### src/rtl/mem_port_arbiter.sv
// Shares one single-port synchronous memory between instruction fetch (IF) and data (DM).
// Optional perf counters (perf_conflict, perf_wait) are compiled in when ARB_PERF_EN is defined.
module mem_port_arbiter #(
    parameter int ADDR_W     = 32,
    parameter int DATA_W     = 32,
    parameter int MEM_LAT    = 2,
    parameter int STARVE_MAX = 4
) (
    input  logic                clk,
    input  logic                rst,
    input  logic                if_req,
    input  logic [ADDR_W-1:0]   if_addr,
    output logic [DATA_W-1:0]   if_rdata,
    output logic                if_valid,
    input  logic                dm_req,
    input  logic                dm_we,
    input  logic [ADDR_W-1:0]   dm_addr,
    input  logic [DATA_W-1:0]   dm_wdata,
    input  logic [DATA_W/8-1:0] dm_be,
    output logic [DATA_W-1:0]   dm_rdata,
    output logic                dm_valid,
    output logic                mem_en,
    output logic                mem_we,
    output logic [ADDR_W-1:0]   mem_addr,
    output logic [DATA_W-1:0]   mem_wdata,
    output logic [DATA_W/8-1:0] mem_be,
    input  logic [DATA_W-1:0]   mem_rdata,
    output logic                stall_F_mem,
    output logic                stall_M_mem,
`ifdef ARB_PERF_EN
    output logic [31:0]         perf_conflict,
    output logic [31:0]         perf_wait,
`endif
    output logic                busy
);

    localparam int BE_W = DATA_W / 8;

    localparam logic [1:0] S_IDLE    = 2'd0;
    localparam logic [1:0] S_IF_WAIT = 2'd1;
    localparam logic [1:0] S_DM_WAIT = 2'd2;

    localparam logic [3:0] LAT_LAST   = 4'(MEM_LAT);
    localparam logic [3:0] STARVE_LIM = 4'(STARVE_MAX);

    logic [1:0] state;
    logic [3:0] lat_cnt;
    logic [3:0] starve_cnt;

    logic arb_en;
    logic grant_dm;
    logic grant_if;
    logic lat_done;

    // While a _valid pulse is out the requester still holds its old request,
    // so arbitrating in that cycle would serve the same access twice.
    always_comb begin
        arb_en   = (state == S_IDLE) && !if_valid && !dm_valid;
        grant_dm = arb_en && dm_req && ((starve_cnt < STARVE_LIM) || !if_req);
        grant_if = arb_en && if_req && !grant_dm;
        lat_done = (lat_cnt == LAT_LAST);
    end

    always_ff @(posedge clk) begin
        if (rst) begin
            state   <= S_IDLE;
            lat_cnt <= 4'd0;
        end else begin
            case (state)
                S_IDLE: begin
                    if (grant_dm) begin
                        state   <= S_DM_WAIT;
                        lat_cnt <= 4'd1;
                    end else if (grant_if) begin
                        state   <= S_IF_WAIT;
                        lat_cnt <= 4'd1;
                    end
                end
                S_IF_WAIT, S_DM_WAIT: begin
                    if (lat_done) begin
                        state   <= S_IDLE;
                        lat_cnt <= 4'd0;
                    end else begin
                        lat_cnt <= lat_cnt + 4'd1;
                    end
                end
                default: begin
                    state   <= S_IDLE;
                    lat_cnt <= 4'd0;
                end
            endcase
        end
    end

    // Memory command: fields are registered on the grant edge, mem_en is a one-cycle strobe.
    always_ff @(posedge clk) begin
        if (rst) begin
            mem_en    <= 1'b0;
            mem_we    <= 1'b0;
            mem_addr  <= '0;
            mem_wdata <= '0;
            mem_be    <= '0;
        end else begin
            mem_en <= grant_dm || grant_if;
            if (grant_dm) begin
                mem_we    <= dm_we;
                mem_addr  <= dm_addr;
                mem_wdata <= dm_wdata;
                mem_be    <= dm_be;
            end else if (grant_if) begin
                mem_we    <= 1'b0;
                mem_addr  <= if_addr;
                mem_wdata <= '0;
                mem_be    <= {BE_W{1'b1}};
            end
        end
    end

    always_ff @(posedge clk) begin
        if (rst) begin
            if_rdata <= '0;
            if_valid <= 1'b0;
            dm_rdata <= '0;
            dm_valid <= 1'b0;
        end else begin
            if_valid <= 1'b0;
            dm_valid <= 1'b0;
            if (state == S_IF_WAIT && lat_done) begin
                if_rdata <= mem_rdata;
                if_valid <= 1'b1;
            end
            // Stores capture too; the word is meaningless but harmless.
            if (state == S_DM_WAIT && lat_done) begin
                dm_rdata <= mem_rdata;
                dm_valid <= 1'b1;
            end
        end
    end

    // Counts DM wins while fetch is waiting; at the limit fetch takes the next slot.
    always_ff @(posedge clk) begin
        if (rst) begin
            starve_cnt <= 4'd0;
        end else if (!if_req || grant_if) begin
            starve_cnt <= 4'd0;
        end else if (grant_dm && (starve_cnt < STARVE_LIM)) begin
            starve_cnt <= starve_cnt + 4'd1;
        end
    end

    assign stall_F_mem = if_req && !if_valid;
    assign stall_M_mem = dm_req && !dm_valid;
    assign busy        = (state != S_IDLE);

`ifdef ARB_PERF_EN
    always_ff @(posedge clk) begin
        if (rst) begin
            perf_conflict <= 32'd0;
            perf_wait     <= 32'd0;
        end else begin
            if (state == S_IDLE && if_req && dm_req)
                perf_conflict <= perf_conflict + 32'd1;
            if (stall_F_mem || stall_M_mem)
                perf_wait <= perf_wait + 32'd1;
        end
    end
`endif

endmodule

### config.mk
export PLATFORM = sky130hd
export DESIGN_NAME = mem_port_arbiter
export DESIGN_NICKNAME = d
export VERILOG_FILES = /design/src/rtl/mem_port_arbiter.sv
export SDC_FILE = /design/constraint.sdc
export NUM_CORES = 1
export LEC_CHECK = 0
export ABC_AREA = 0
export ABC_CLOCK_PERIOD_IN_PS = 1500
export BUFFER_PORTS_ARGS = -buffer_cell sky130_fd_sc_hd__buf_4
export CAP_MARGIN = 15
export CORE_ASPECT_RATIO = 2
export CORE_UTILIZATION = 43
export CTS_CLUSTER_SIZE = 12
export DETAILED_ROUTE_END_ITERATION = 8
export MAX_ROUTING_LAYER = met4
export PLACE_DENSITY = 0.77
export SYNTH_ARGS = -nofsm -noshare
export SYNTH_HDL_FRONTEND = slang
export SYNTH_SLANG_ARGS = --single-unit
### constraint.sdc
create_clock -name clk -period 1.5 [get_ports clk]
set_input_delay 0.3 -clock clk [delete_from_list [all_inputs] [get_ports clk]]
set_output_delay 0.3 -clock clk [all_outputs]
set_load 0.005 [all_outputs]
==> flow_summary.yaml, run 1 <==
outcome:
  violations: "negative setup slack"
  status: "finished, violations left"
power:
  p_switching_mw: 4.087
  switching_share_pct: 29.62
  total_power_mw: 13.80
  internal_power_mw: 9.712
  leakagePower_nw: 4.128
  seqPwrFrac_pct: 33.9
  power_frac_clock_pct: 33.0
  power_frac_comb_pct: 33.1
  cellPowerDensity_nw_per_um2: 1468
  irDropWorstVdd_v: 0.001003
timing:
  rsz0062_at_grt: "true"
  slew_violations: 0
  tns_ns: -0.04586
  fin_crit_sh_pct: 102.0
  hold-worst-slack_ns: 0.1162
  setup_violations: 3
  fmax_mhz: 653.8
  hold_violations: 0
  timing.final.ws_setup_ns: -0.02963
  min_period_ns: 1.530
  slew_headroom_pct: 73.02
  worst_pin_slew_ns: 0.4047
  skew_ns: 0.01299
routing:
  num_vias: 5880
  antenna_left: 0
  drt_wl_total_mm: 19.39
  dr.pass1.iters: 4
  vias_per_cell: 4.970
  drcViolationCount: 0
  wl_per_cell_microns: 16.39
  drt-initial-drc-count: 198
clocking:
  ctsHtreeMaxLevel: 4
  cts-hold-fix-buffers: 0
  clk_pin_slew_worst_paths_ns: 0.06
  clock-root-buffer: "clkbuf_16"
  numCtsBuffers: 17
  clockBufferDepth: 2
  cts_tree: "yes"
  insertion_delay_ns: 0.42
  clock_sinks: 146
synth:
  ys.flop_type: "dfxtp_1"
  ys_seq_elements: 146
  synthTopCellsByArea: "dfxtp_1 47%, nand2_1 12%, a21oi_2 8.5%, mux2i_1 5.7%, nor2_1 4.9%"
  synthTopCellsByCount: "196 x nand2_1, 146 x dfxtp_1, 81 x nor2_1"
  syn_area_sq_um: 6155
  synth_cells: 699
  syn_area_per_cell_sq_um: 8.805
  syn_nets: 841
  yosysTopAreaCell: "dfxtp_1"
  yosysMostFrequentCell: "nand2_1"
  yosysTopAreaCellShare_pct: 47.49
  synth_edf_count: 0
  synth_cell_types: 39
  yosysWarnings: 0
  synth_seq_area_share_pct: 47.49
  ys_async_sr_fraction_pct: 0
worst_hold_path:
  hold_end: "mem_wdata[12]$_SDFFE_PP0P_"
  min_from: "dm_wdata[12]"
  min_delay_path_depth: 3
  hold_path_class: "primary input to flop"
setup_path:
  slowest_stage: "dfxtp_2"
  crit_required_ns: 1.20
  reg2reg_depth: 6
  rrSetupSlack_ns: -0.02
  path_class: "flop to primary output"
  timing.critical_path.from_type: "flop"
  path_cells: "inv_2 > ha_4 > buf_6 > inv_2 > buf_6"
  cp_max_fo: 5
  cpPeakStageDelay_ns: 0.32
  cp.arrival_ns: 1.23
  r2r-start: "state[1]$_SDFFE_PP0P_"
  worstSetupEndpointType: "primary output"
  r2r_end: "lat_cnt[0]$_SDFFE_PP0P_"
finish:
  fill_cells: 1161
  fin_util_pct: 67.29
  antenna_cells: 0
  nets: 1125
  multiInputGateArea_sq_um: 2915
  synthToLayoutAreaGrowth_pct: 52.71
  regArea_sq_um: 2925
  drive_gt1_share_pct: 43.76
placed_design:
  dp_hpwl_mm: 12.70
  gp_congestion: 0.7793
  io_buffers: 275
floorplan:
  start_util_pct: 44.07
  fp-row-count: 61
  die_area_sq_um: 14820
  die_x_microns: 86.60
  design.core.area_sq_um: 13970
  die_h_microns: 171.2
  pin_count: 276
global_route:
  grt_pass1_wl_mm: 26.88
  grt-ovfl-total: 0
  antenna_found_initial: 0
  grt_usage_pct: 24.20
  grt_max_degree: 45
  first_global_vias: 5517
flow_run:
  drv_cap: 0
registers in the layout, indices dropped and copies added (netlist names):
signal and flops:
if_rdata 32, mem_addr 32, state 2, mem_be 4, dm_valid 1, dm_rdata 32
if_valid 1, lat_cnt 4, mem_wdata 32, mem_en 1, starve_cnt 4, mem_we 1
stage by stage:
step,area (sq um),setup WS [ns],instances
after detailed placement,8488,-0.08525,1141
after global placement,8488,0.008686,1141
after floorplan,6157,-0.0005375,699
after global routing,9399,-0.09194,1183
after CTS,9183,-0.03244,1176
final,9399,-0.02963,1183
power groups by stage:
stage               logic [mW]  clock network [mW]  registers (mW)
floorplan                 2.18                   0            4.77
CTS                       4.28                4.63            4.67
global placement          4.01                   0            4.73
detailed placement        4.06                   0            4.73
global route              4.92                4.82            4.73
finish                    4.57                4.56            4.67
repair_timing:
| action | CTS | global route |
|---|---|---|
| setup endpoints to repair | 108 | 131 |
| gates cloned | 0 | 7 |
| gates resized for setup | 9 | 20 |
| buffers inserted | 5 | 0 |
| pin swaps | 3 | 4 |
area by class of cell:
| class | instances | area share, % |
|---|---|---|
| clock buffers | 21 | 5.112 |
| flip-flops and latches | 146 | 31.12 |
| repair buffers | 319 | 28.39 |
| clock inverters | 9 | 1.637 |
| well taps | 189 | 2.516 |
| inverters | 5 | 0.1997 |
| multi-input cells | 494 | 31.02 |
layout by cell type (no fill, tap or decap), types with 3 or more instances in the layout:
cell / n
a21oi_1: 9
buf_12: 12
dfxtp_1: 144
a311oi_2: 4
o2bb2ai_1: 3
nor2_1: 81
bufinv_16: 4
and2_0: 14
and2_1: 20
mux2i_1: 35
a21oi_2: 61
buf_4: 296
clkbuf_16: 23
inv_2: 3
clkbuf_8: 4
nand2b_1: 7
nor3_1: 3
nand2_1: 194
a211oi_1: 3
a311oi_1: 28
buf_6: 5
how the worst max path moves through the flow:
stage | cells past startpoint | startpoint | to
after floorplan | 7 | state[0]$_SDFFE_PP0P_ | mem_addr[10]$_SDFFE_PP0P_
after global placement | 7 | state[0]$_SDFFE_PP0P_ | mem_wdata[3]$_SDFFE_PP0P_
after detailed placement | 7 | state[0]$_SDFFE_PP0P_ | mem_addr[1]$_SDFFE_PP0P_
after CTS | 5 | state[0]$_SDFFE_PP0P_ | busy
after global routing | 6 | state[1]$_SDFFE_PP0P_ | state[1]$_SDFFE_PP0P_
final | 5 | state[1]$_SDFFE_PP0P_ | busy
routing by layer:
layer / vias to the layer above / track usage, % / routed length, microns
met2: 229 / 44.51 / 10720
met5: - / - / 0
met4: 0 / 10.72 / 510
met1: 2741 / 23.99 / 7161
met3: 32 / 5.230 / 999
li1: 2878 / - / -
cells by family (layout without fill, tap and decap cells):
logic type	after synthesis	after routing	share of synthesized area [%]
compound gates	116	116	15.90
fa+ha+maj	5	5	1.016
buf+inv	59	354	6.262
flops	146	146	47.49
mux	36	36	5.875
simple gates	337	337	23.46
worst max-delay path: cells and delay by family (launching register included):
| kind | cells | cell delay [ns] |
|---|---|---|
| flip-flops | 1 | 0.32 |
| buffers and inverters | 4 | 0.33 |
| adder cells (fa/ha/maj) | 1 | 0.17 |
Power figures use the tool's default switching activity.
==> inputs of run 2 (changes only) <==
Settings changed: ABC_AREA 0 to 1, ABC_CLOCK_PERIOD_IN_PS 1500 to not set, CORE_UTILIZATION 43 to 47, PLACE_DENSITY 0.77 to 0.81.
Clock period 1.5 ns to 1.65 ns, I/O delays scaled along.
==> run 2 against run 1 <==
The flow still finishes with violations (negative setup slack). Final area down 4.9%. Register-to-register slack about the same. Sequential power shrank 8.8%. Setup slack improved by 0.0020 ns. Non-clock buffer count down 14. Hold slack improved by 0.064 ns. Clock skew is essentially flat. Cell count is 4.9% higher. Largest cell class unchanged. Highest routed layer unchanged.
==> flow_summary.yaml, run 2 <==
timing:
  fmax_mhz: 596.1
  min_period_ns: 1.678
  fin_crit_sh_pct: 101.7
  timing.final.ws_setup_ns: -0.02765
  rsz0062_at_grt: "true"
  skew_ns: 0.01343
  slew_headroom_pct: 71.51
  worst_pin_slew_ns: 0.4229
  setup_violations: 4
  slew_violations: 0
  hold_violations: 0
power:
  leakagePower_nw: 4.100
  power_frac_clock_pct: 32.1
  switching_share_pct: 31.12
  seqPwrFrac_pct: 36.1
  p_switching_mw: 3.677
  total_power_mw: 11.81
  cellPowerDensity_nw_per_um2: 1321
  irDropWorstVdd_v: 0.0009266
  internal_power_mw: 8.137
  power_frac_comb_pct: 31.8
finish:
  synthToLayoutAreaGrowth_pct: 51.57
  fin_util_pct: 73.30
  fin_area_sq_um: 8940
  layout_commonest_cell: "buf_4"
  drive_gt1_share_pct: 32.08
  antenna_cells: 0
  nets: 1224
  final_cell_mix: "290 x buf_4, 144 x dfxtp_1, 132 x nand2_1"
synth:
  ys_async_sr_fraction_pct: 0
  syn_nets: 949
  syn_area_per_cell_sq_um: 7.309
  synth_seq_area_share_pct: 49.55
  synthTopCellsByArea: "dfxtp_1 50%, a21oi_1 9.0%, nand2_1 8.5%, inv_1 8.2%, o21ai_0 7.4%"
  yosysTopAreaCellShare_pct: 49.55
  yosysTopAreaCell: "dfxtp_1"
  synth_cell_types: 24
  yosysMostFrequentCell: "dfxtp_1"
  synth_cells: 807
  syn_area_sq_um: 5898
  ys_seq_elements: 146
  ys.flop_type: "dfxtp_1"
  synth_edf_count: 0
  yosysWarnings: 0
  synthTopCellsByCount: "146 x dfxtp_1, 133 x nand2_1, 129 x inv_1"
floorplan:
  design.core.area_sq_um: 12200
  die_area_sq_um: 13030
  fp-row-count: 57
  die_x_microns: 81.21
  pin_count: 276
  die_h_microns: 160.4
  start_util_pct: 48.36
setup_path:
  slowest_stage: "dfxtp_2"
  cpLargestDelayFamily: "buffers and inverters"
  cpPeakStageDelay_ns: 0.33
  r2r_end: "mem_addr[9]$_SDFFE_PP0P_"
  crit_buf_inv: 4
  timing.critical_path.from_type: "flop"
  r2r-start: "state[1]$_SDFFE_PP0P_"
  path_cells: "inv_2 > ha_4 > nand2_4 > nor2_4 > nand2_4 > buf_12 > nand2_8 > buf_6 > clkbuf_16 > o21ai_1 > nor2_1 > nor2_1"
  path_class: "flop to flop"
  crit_required_ns: 1.93
  rrSetupSlack_ns: -0.03
  cp_max_fo: 7
  cp.arrival_ns: 1.96
  reg2reg_depth: 12
  worstSetupEndpointType: "flop"
clocking:
  cts-hold-fix-buffers: 0
  clock_sinks: 146
  cts_tree: "yes"
  numCtsBuffers: 17
  ctsHtreeMaxLevel: 4
  clockBufferDepth: 2
  clock-root-buffer: "clkbuf_16"
  insertion_delay_ns: 0.41
  clk_pin_slew_worst_paths_ns: 0.07
placed_design:
  io_buffers: 275
  dpl_cell_area_sq_um: 8192
  place_ws_ns: 0.02695
  gp_congestion: 0.8163
  dp_hpwl_mm: 11.68
worst_hold_path:
  hold_path_class: "primary input to flop"
  hold_end: "mem_wdata[14]$_SDFFE_PP0P_"
  min_from: "dm_wdata[14]"
  min_delay_path_depth: 3
routing:
  wl_per_cell_microns: 13.43
  drt_wl_total_mm: 16.67
  num_vias: 5970
  antenna_left: 0
  drt-initial-drc-count: 276
  drcViolationCount: 0
  dr.pass1.iters: 5
  vias_per_cell: 4.811
global_route:
  antenna_found_initial: 0
  grt_max_degree: 75
  grt_pass1_wl_mm: 24.78
  grt_usage_pct: 25.26
  grt-ovfl-total: 0
  first_global_vias: 5353
flow_run:
  drv_cap: 0
outcome:
  status: "finished, violations left"
  violations: "negative setup slack"
[run 2: cell types whose count changed in the layout (fill, tap and decap cells not counted), sizes merged, moves of 32 or more]
| cell | previous run | this run |
|---|---|---|
| mux2i | 35 | 0 |
| nand2 | 196 | 135 |
| a311oi | 32 | 0 |
| o21ai | 2 | 89 |
| and2 | 36 | 0 |
| a21oi | 70 | 106 |
| inv | 5 | 136 |
[run 2: per-layer routing]
layer	global-route usage [%]	part of all wire [%]	wire length, microns	vias up
li1	-	-	-	3064
met1	25.78	36	6065	2623
met2	43.77	53	8852	240
met3	4.830	6.3	1045	43
met4	13.96	4.2	702	0
met5	-	0	0	-
[run 2: repair_timing]
action | 4_1_cts | 5_1_grt
cloned | 0 | 2
buffers inserted | 0 | 8
endpoints found under the setup margin | 1 | 84
pin swaps | 0 | 11
gates resized for setup | 4 | 16
[run 2: stage by stage]
| step | setup TNS (ns) | hold WS (ns) | std cells |
|---|---|---|---|
| CTS | 0 | 0.1634 | 1231 |
| floorplan | 0 | 0.4187 | 807 |
| detailed placement | 0 | 0.4331 | 1200 |
| global placement | 0 | 0.4307 | 1200 |
| finish | -0.07940 | 0.1804 | 1241 |
| global route | -1.194 | 0.1672 | 1241 |
[run 2: worst max-delay path by stage]
stage	cells past startpoint	startpoint	endpoint
3_3_place_gp	11	state[0]$_SDFFE_PP0P_	mem_addr[11]$_SDFFE_PP0P_
5_1_grt	12	state[1]$_SDFFE_PP0P_	mem_addr[8]$_SDFFE_PP0P_
4_1_cts	5	state[0]$_SDFFE_PP0P_	busy
6_report	12	state[1]$_SDFFE_PP0P_	mem_addr[9]$_SDFFE_PP0P_
2_1_floorplan	11	state[0]$_SDFFE_PP0P_	mem_addr[17]$_SDFFE_PP0P_
3_5_place_dp	11	state[1]$_SDFFE_PP0P_	mem_addr[3]$_SDFFE_PP0P_
[run 2: power by group through the flow]
| stage | Sequential (mW) | Clock, mW | Combinational (mW) |
|---|---|---|---|
| 6_report | 4.26 | 3.79 | 3.76 |
| 5_1_grt | 4.32 | 4.00 | 4.14 |
| 4_1_cts | 4.26 | 3.86 | 3.42 |
| 3_5_place_dp | 4.33 | 0 | 3.39 |
| 3_3_place_gp | 4.31 | 0 | 3.34 |
| 2_1_floorplan | 4.35 | 0 | 1.78 |
[run 2: kinds of logic after synthesis]
family	Yosys count	share of synthesized area (%)
flip-flops	146	49.55
AND/OR/NAND/NOR	280	19.86
XOR/XNOR	1	0.1485
adder cells (fa/ha/maj)	5	1.061
buffers and inverters	180	12.83
AO/OA/AOI/OAI	195	16.55
[run 2: tightest hold or removal path, delay by kind of cell]
family,cells,cell delay [ns]
buffers and inverters,1,0.11
and+or+nand+nor,1,0.05
AOI/OAI and AO/OA,1,0.05
[run 2: final cells by class]
type | instances | area, sq um
Fill cell | 958 | 3256
Clock inverter | 13 | 151.4
Timing Repair Buffer | 305 | 2479
Clock buffer | 18 | 429.2
Sequential cell | 146 | 2925
Inverter | 131 | 496.7
Tap cell | 147 | 183.9
Multi-Input combinational cell | 481 | 2275
